--- src/rtl/mem_arb_types.sv ---
// mem_arb_types: shared FSM state and operation encodings for the memory arbiter
package mem_arb_types;
  typedef enum logic [1:0] {IDLE = 2'd0, BUSY = 2'd1, RESP = 2'd2} arb_state_t;
  typedef enum logic {ARB_READ = 1'b0, ARB_WRITE = 1'b1} arb_op_t;
endpackage

--- src/rtl/arb_picker.sv ---
// arb_picker: combinational winner selection, fixed priority or round-robin from a pointer
module arb_picker #(
  parameter int NUM_PORTS = 2,
  parameter int RR_MODE   = 0,
  parameter int IW        = $clog2(NUM_PORTS)
) (
  input  logic [NUM_PORTS-1:0] pending,
  input  logic [IW-1:0]        ptr,
  output logic                 valid,
  output logic [IW-1:0]        winner
);
  logic          found;
  logic [IW-1:0] idx;
  always_comb begin
    valid  = |pending;
    winner = '0;
    found  = 1'b0;
    idx    = '0;
    for (int k = 0; k < NUM_PORTS; k++) begin
      idx = (RR_MODE != 0) ? IW'((int'(ptr) + k) % NUM_PORTS) : IW'(k);
      if (!found && pending[idx]) begin
        winner = idx;
        found  = 1'b1;
      end
    end
  end
endmodule

--- src/rtl/mem_arbiter_n.sv ---
// mem_arbiter_n: serialises N cache line requests onto one downstream memory port
module mem_arbiter_n
  import mem_arb_types::*;
#(
  parameter int NUM_PORTS  = 2,
  parameter int LINE_WIDTH = 256,
  parameter int ADDR_WIDTH = 32,
  parameter int RR_MODE    = 0
) (
  input  logic                                 clk,
  input  logic                                 rst,
  input  logic [NUM_PORTS-1:0]                 req_read,
  input  logic [NUM_PORTS-1:0]                 req_write,
  input  logic [NUM_PORTS-1:0][ADDR_WIDTH-1:0] req_address,
  input  logic [NUM_PORTS-1:0][LINE_WIDTH-1:0] req_wdata,
  output logic [NUM_PORTS-1:0]                 req_resp,
  output logic [LINE_WIDTH-1:0]                req_rdata,
  output logic                                 pmem_read,
  output logic                                 pmem_write,
  output logic [ADDR_WIDTH-1:0]                pmem_address,
  output logic [LINE_WIDTH-1:0]                pmem_wdata,
  input  logic                                 pmem_resp,
  input  logic [LINE_WIDTH-1:0]                pmem_rdata
);
  localparam int IW = $clog2(NUM_PORTS);
  arb_state_t            state_q, state_d;
  arb_op_t               op_q, op_d;
  logic [IW-1:0]         grant_q, grant_d, ptr_q, ptr_d, winner;
  logic                  valid;
  logic [ADDR_WIDTH-1:0] addr_q, addr_d;
  logic [LINE_WIDTH-1:0] wdata_q, wdata_d, rdata_q, rdata_d;
  logic [NUM_PORTS-1:0]  pending;
  assign pending = req_read | req_write;
  arb_picker #(.NUM_PORTS(NUM_PORTS), .RR_MODE(RR_MODE), .IW(IW)) u_picker (
    .pending (pending),
    .ptr     (ptr_q),
    .valid   (valid),
    .winner  (winner)
  );
  always_comb begin
    state_d = state_q;
    op_d    = op_q;
    grant_d = grant_q;
    ptr_d   = ptr_q;
    addr_d  = addr_q;
    wdata_d = wdata_q;
    rdata_d = rdata_q;
    if (state_q == IDLE) begin
      if (valid) begin
        state_d = BUSY;
        grant_d = winner;
        op_d    = req_write[winner] ? ARB_WRITE : ARB_READ;
        addr_d  = req_address[winner];
        wdata_d = req_wdata[winner];
        ptr_d   = (RR_MODE != 0) ? ((winner == IW'(NUM_PORTS - 1)) ? '0 : winner + 1'b1) : ptr_q;
      end
    end else if (state_q == BUSY) begin
      if (pmem_resp) begin
        state_d = RESP;
        rdata_d = pmem_rdata;
      end
    end else begin
      state_d = IDLE;
    end
  end
  always_ff @(posedge clk) begin
    if (rst) begin
      state_q <= IDLE;
      op_q    <= ARB_READ;
      grant_q <= '0;
      ptr_q   <= '0;
      addr_q  <= '0;
      wdata_q <= '0;
      rdata_q <= '0;
    end else begin
      state_q <= state_d;
      op_q    <= op_d;
      grant_q <= grant_d;
      ptr_q   <= ptr_d;
      addr_q  <= addr_d;
      wdata_q <= wdata_d;
      rdata_q <= rdata_d;
    end
  end
  assign req_resp     = (state_q == RESP) ? (NUM_PORTS'(1) << grant_q) : '0;
  assign req_rdata    = rdata_q;
  assign pmem_read    = (state_q == BUSY) && (op_q == ARB_READ);
  assign pmem_write   = (state_q == BUSY) && (op_q == ARB_WRITE);
  assign pmem_address = addr_q;
  assign pmem_wdata   = wdata_q;
endmodule

--- config.mk ---
export PLATFORM = sky130hd
export DESIGN_NAME = mem_arbiter_n
export DESIGN_NICKNAME = d
export VERILOG_FILES = /design/src/rtl/mem_arb_types.sv /design/src/rtl/arb_picker.sv /design/src/rtl/mem_arbiter_n.sv
export SDC_FILE = /design/constraint.sdc
export NUM_CORES = 1
export LEC_CHECK = 0
export CAP_MARGIN = 20
export CORE_AREA = 2 2 542 544
export DETAILED_ROUTE_END_ITERATION = 8
export DIE_AREA = 0 0 544 546
export GPL_TIMING_DRIVEN = 0
export HOLD_SLACK_MARGIN = 0.06
export PLACE_DENSITY = 0.33
export SLEW_MARGIN = 5
export SYNTH_ARGS = -nofsm -noshare
export SYNTH_HDL_FRONTEND = slang
export SYNTH_HIERARCHICAL = 1
export SYNTH_SLANG_ARGS = --single-unit
--- constraint.sdc ---
create_clock -name clk -period 2.1 [get_ports clk]
set_clock_uncertainty 0.15 [all_clocks]
set_input_delay 0.42 -clock clk [delete_from_list [all_inputs] [get_ports clk]]
set_output_delay 0.42 -clock clk [all_outputs]
set_load 0.05 [all_outputs]
==> metrics.yaml, run 1 <==
routing:
  vias: 26256
  drt_wl_total_um: 214300
  drt_iter0_drc: 1376
  dr.pass1.iters: 5
  drc: 0
  drt-vias-per-instance: 3.187
  ant_nets: 0
  wl_per_cell_um: 26.01
finish:
  layout_commonest_cell: "clkdlybuf4s50_1"
  nNetsFinal: 5060
  layout.cells.non_filler: 8238
  utilization: 0.1702
  most-common-layout-cells: "836 x clkdlybuf4s50_1, 524 x dfxtp_1, 514 x nand2b_1"
  drive_gt1_frac: 0.2498
  final_area_um2: 49710
  area_growth_pct: 102.6
worst_setup_path:
  crit_slowest_cell: "dfxtp_4"
  timing.rr.end: "pmem_wdata[211]"
  crit_type: "reg2out"
  slowest_delay_ps: 360
  cp_data_arrival_time_ps: 1720
  startpoint: "op_q"
  cp-end-kind: "output pin"
  worst-path-max-fanout: 2
  cp-endpoint: "pmem_write"
  crit_chain: "clkinvlp_4 > nor3b_2 > buf_6"
  rr_worst_depth: 7
  rr_startpoint: "state_q[1]"
  worstPathRequired_ps: 1530
  worstSetupStartpointType: "flop"
  rrSetupSlack_ps: -10
global_route:
  track_usage: 0.1375
  overflow: 0
  first_global_vias: 26962
  grt_pass1_wl_um: 270600
  grt_max_degree: 20
  antenna_found_initial: 147
synth:
  synth-warning-count: 6
  syn-num-nets: 3253
  avgSynthCellArea_um2: 10.17
  netlist_instances: 2414
  netlist_area_um2: 24540
outcome:
  status: "complete, but fails checks"
  violations: "negative setup slack"
timing:
  hold_ws_ps: 137.1
  tightest_slew_ps: 908.8
  period_minus_slack_ps: 2289
  fmax_mhz: 436.8
  slew_headroom: 0.3941
  period_share: 1.090
  rsz0062_at_grt: "true"
  setup_viol: 40
  slew_viol_final: 0
  hold_viol_final: 0
  layout_setup_ws_ps: -189.5
placement:
  portBuffers: 1386
  hpwl_um: 181600
  gp_congestion: 0.8665
  placed_cell_area_um2: 43480
  dp_cells: 7728
power:
  combPwrFrac: 0.285
  clock_power_share: 0.400
  vdd_drop_max_mv: 0.4769
  p_leak_nw: 18.54
  swShare: 0.3498
  p_per_area_nw_per_um2: 749.7
  p_seq_frac: 0.314
  p_sw_mw: 13.03
  internal-power_mw: 24.23
clocking:
  cts_root_buf: "clkbuf_16"
  clkTransAtPathRegs_ps: 50
  clk_latency_ps: 780
  cts_buffers: 87
  htree_levels: 3
  cts_max_path_buffers: 4
  cts_tree: "done"
  cts_num_sinks: 548
run:
  drv_cap: 0
floorplanning:
  io-pin-count: 1387
  fp.coreArea_um2: 292100
  fp-row-count: 199
  start_util: 0.08402
  die_h_um: 546
  fp.dieW_um: 544
  dieArea_um2: 297000
min_path:
  min_path_type: "in2reg"
  worstHoldStart: "req_wdata[318]"
worst min path at each step:
stage | cells after the start | to
2_1_floorplan | 2 | grant_q
3_5_place_dp | 2 | req_rdata[72]
6_report | 3 | pmem_wdata[62]
5_1_grt | 3 | pmem_wdata[156]
4_1_cts | 3 | pmem_wdata[135]
3_3_place_gp | 2 | req_rdata[124]
metal layers:
layer | vias up | track usage | share of wire
li1 | 12000 | - | -
met1 | 12580 | 0.1552 | 0.39
met2 | 1238 | 0.2365 | 0.48
met3 | 346 | 0.06201 | 0.11
met4 | 92 | 0.02719 | 0.022
met5 | - | 0 | 0.0028
power groups by stage:
stage | clock network, mW | registers [mW] | logic [mW]
after floorplan | 0 | 14.5 | 2.23
after global placement | 0 | 11.9 | 9.97
after detailed placement | 0 | 11.9 | 10.0
after CTS | 15.6 | 11.7 | 10.3
after global routing | 15.9 | 11.8 | 11.1
final | 14.9 | 11.7 | 10.6
metrics by stage:
step	setup WS (ps)	power, mW	setup TNS, ps
6_report	-189.5	37.27	-1186
5_1_grt	-329.8	38.86	-8154
4_1_cts	-371.8	37.68	-51700
3_5_place_dp	-2509	21.94	-863720
3_3_place_gp	-2602	21.89	-906420
2_1_floorplan	-68.56	16.70	-6917
cell type report:
class / instances / area [µm²]
inverter: 289 / 1089
tap: 3919 / 4903
buffer: 207 / 1589
clock buffer: 132 / 2638
sequential: 548 / 11020
timing repair buffer: 1725 / 15390
fill: 32855 / 242400
antenna: 35 / 87.58
multi-input combinational: 1363 / 12800
clock inverter: 20 / 196.4
flip-flops by register name, summed over array words and instances, names as in the netlist:
name and flops:
op_q 1, grant_q 1, pmem_address 32, state_q 2
pmem_wdata 256, req_rdata 256
worst max-delay path: cells and delay by family (launching register included):
family | cells | cell delay (ps)
buffers and inverters | 2 | 340
and+or+nand+nor | 1 | 200
DFF | 1 | 360
timing repair:
| item | in CTS | in global routing |
|---|---|---|
| cloned | 2 | 12 |
| setup endpoints to repair | 1096 | 432 |
| buffers inserted | 11 | 15 |
| gates resized for setup | 3197 | 220 |
| pin swaps | 5 | 49 |
| endpoints found under the hold margin | 270 | 1 |
| hold buffers | 290 | 1 |
(Power assumes the default switching activity.)
==> run 2: changes to the inputs <==
Settings changed: SYNTH_HIERARCHICAL 1 to default.
==> run 2 against run 1 <==
Compared with the run above:
- the run still ends with negative setup slack left
- combinational power is 7% higher
- clock power is 7% lower
- maximum frequency is 7.9% higher
- sequential share of layout area is 1.4 points higher
- synthesized cell count increased by 17%
- via count increased by 18%
- critical endpoint is now req_resp[0]
- highest routed layer unchanged
==> metrics.yaml, run 2 <==
outcome:
  status: "complete, but fails checks"
  violations: "negative setup slack"
placement:
  hpwl_um: 197300  # +8.7%
  dp_cells: 8155  # +5.5%
  portBuffers: 1385  # -0.072%
  gp_congestion: 0.8955  # +3.3%
timing:
  period_share: 1.011  # -0.07958
  hold_ws_ps: 106.3  # -30.87 ps
  setup_viol: 3  # -93%
  tightest_slew_ps: 954.4  # +45.58 ps
  layout_setup_ws_ps: -22.34  # +167.1 ps
  fmax_mhz: 471.2  # +7.9%
  slew_viol_final: 0  # unchanged
  rsz0062_at_grt: "true"
  period_minus_slack_ps: 2122  # -167.1 ps
  slew_headroom: 0.3638  # -0.03039
  hold_viol_final: 0  # unchanged
routing:
  ant_nets: 0  # unchanged
  drc: 0  # unchanged
  met1_length_um: 89160  # +5.9%
  drt_wl_total_um: 233100  # +8.8%
  dr_wl_met3_um: 21030  # -7.9%
  dr_wl_met2_um: 116000  # +14%
  dr.max_layer_used: "met5"
  dr.pass1.iters: 6  # +1
  vias: 31033  # +18%
  drt_iter0_drc: 1798  # +31%
  wl_per_cell_um: 26.67  # +2.5%
  drt-vias-per-instance: 3.550  # +11%
synth:
  async_flop_share: 0
  ys_seq_area_frac: 0.4881
  synth_top_family_by_area: "compound AO/OA/AOI/OAI gates"
  synth_fa_ha_area_frac: 0
  synth_area_leaders: "dfxtp_1 49%, a21oi_1 12%, a311oi_1 11%"
  synth_compound_area_frac: 0.2990
  yosys.area.top_type: "dfxtp_1"
  netlist_area_um2: 22480  # -8.4%
  synth_mux_area_frac: 0
  yosys.area_share.simple: 0.1541
  ys_ff_latch: 548
  synth_top_area_frac: 0.4881
  avgSynthCellArea_um2: 7.939  # -22%
  synth_ff_type: "dfxtp_1"
  synth_cell_type_count: 20
  synth_xor_area_frac: 0
  netlist_instances: 2831  # +17%
  ys_top_cells_by_count: "548 x a21oi_1, 548 x dfxtp_1, 512 x nand2_1, 308 x clkbuf_1"
  syn-num-nets: 3670  # +13%
  synth-warning-count: 0  # -6
  synth_edf_count: 0
global_route:
  track_usage: 0.1499  # +0.01242
  grt_max_degree: 19  # -5.0%
  first_global_vias: 31567  # +17%
  overflow: 0  # unchanged
  antenna_found_initial: 124  # -16%
  grt_pass1_wl_um: 302600  # +12%
floorplanning:
  start_util: 0.07696  # -0.007060
  io-pin-count: 1387  # unchanged
  fp.dieW_um: 544  # unchanged
  die_h_um: 546  # unchanged
  fp.coreArea_um2: 292100  # unchanged
  dieArea_um2: 297000  # unchanged
  fp-row-count: 199  # unchanged
worst_setup_path:
  worst-path-max-fanout: 6  # +4
  rr_worst_depth: 6  # -1
  worstPathRequired_ps: 1530  # about the same
  worstSetupStartpointType: "flop"
  slowest_delay_ps: 380  # +20 ps
  crit_slowest_cell: "dfxtp_4"
  rr_startpoint: "state_q[1]"
  crit_type: "reg2out"
  crit_chain: "nor3b_2 > buf_6"
  cp-end-kind: "output pin"
  crit_family: "flip-flops"
  cp_data_arrival_time_ps: 1550  # -170 ps
  timing.rr.end: "pmem_wdata[182]"
  timing.critical_path.buf_inv: 1  # -1
  rrSetupSlack_ps: 70  # +80 ps
finish:
  layout.cells.non_filler: 8741  # +6.1%
  nNetsFinal: 5564  # +10%
  drive_gt1_frac: 0.1980  # -0.05177
  most-common-layout-cells: "836 x clkdlybuf4s50_1, 548 x a21oi_1, 524 x dfxtp_1"
  layout_commonest_cell: "clkdlybuf4s50_1"
  area_growth_pct: 107.8
  num-fill-cells: 33474  # +1.9%
power:
  p_per_area_nw_per_um2: 795.3  # +6.1%
  p_leak_nw: 17.10  # -7.8%
  vdd_drop_max_mv: 0.4911  # +3.0%
run:
  drv_cap: 0  # unchanged
clocking:
  cts_tree: "done"
  clkTransAtPathRegs_ps: 60  # about the same
  cts_root_buf: "clkbuf_16"
  cts_max_path_buffers: 4  # unchanged
  clk_latency_ps: 760  # -20 ps
  htree_levels: 3  # unchanged
  cts_num_sinks: 548  # unchanged
  cts_buffers: 82  # -5.7%
min_path:
  worstHoldStart: "req_write[0]"
  min_to: "op_q"
  min_path_type: "in2reg"
  hold_path_depth: 3  # unchanged
[run 2: per-layer routing]
metal  GRT usage  vias up
met2      0.2683     1402
met4     0.03778       92
met1      0.1664    15033
met5           0        -
li1            -    14190
met3     0.05342      316
[run 2: layout make-up]
type,count,area [µm²],share of cell area
multi-input combinational,1942,10290,0.2202
inverter,1,3.754,0.00008037
clock buffer,127,2412,0.05165
tap,3919,4903,0.1050
buffer,333,1822,0.03900
antenna,39,97.59,0.002090
sequential,548,11010,0.2357
clock inverter,15,141.4,0.003027
timing repair buffer,1817,16030,0.3432
[run 2: cell families (layout without fill, tap and decap cells)]
group,Yosys count,after routing
other,0,39
AOI/OAI and AO/OA,1126,1126
buffers and inverters,341,2293
and+or+nand+nor,816,816
DFF,548,548
[run 2: how the worst max path moves through the flow]
stage                  from              end  slack [ps]  cells after the start
2_1_floorplan    state_q[0]        pmem_read         -30                      1
3_3_place_gp            rst   req_rdata[234]       -3290                      4
3_5_place_dp   req_write[1]  pmem_wdata[144]       -2270                      8
4_1_cts          state_q[1]      req_resp[0]        -140                      2
5_1_grt          state_q[0]        pmem_read        -110                      2
6_report         state_q[1]      req_resp[0]         -20                      2
[run 2: metrics by stage]
step,power [mW],TNS [ps],setup WS [ps],utilization,instance area (µm²)
2_1_floorplan,17.40,-61.93,-30.96,-,22480
3_3_place_gp,23.36,-1210660,-3290,0.1412,41240
3_5_place_dp,23.45,-789570,-2268,0.1424,41600
4_1_cts,37.89,-546.8,-137.5,0.1591,46450
5_1_grt,38.69,-424.1,-109.7,0.1597,46630
6_report,37.15,-36.40,-22.34,0.1599,46710
[run 2: repair_timing]
action | in CTS | in global routing
hold endpoints to repair | 344 | 0
setup endpoints to repair | 1095 | 276
resized for setup | 3132 | 151
buffers inserted | 6 | 0
pin swaps | 2 | 2
hold buffers | 406 | 0
[run 2: report_power, final]
group          leakage [nW]  internal [mW]  switching [mW]
Clock                  1.25           8.10            5.73
Sequential             4.52           11.3           0.675
Combinational          11.3           3.90            7.41
[run 2: tightest hold or removal path: stages]
cell	delay [ps]
dlymetal6s2s_1	200
a21oi_1	130
a211oi_1	230
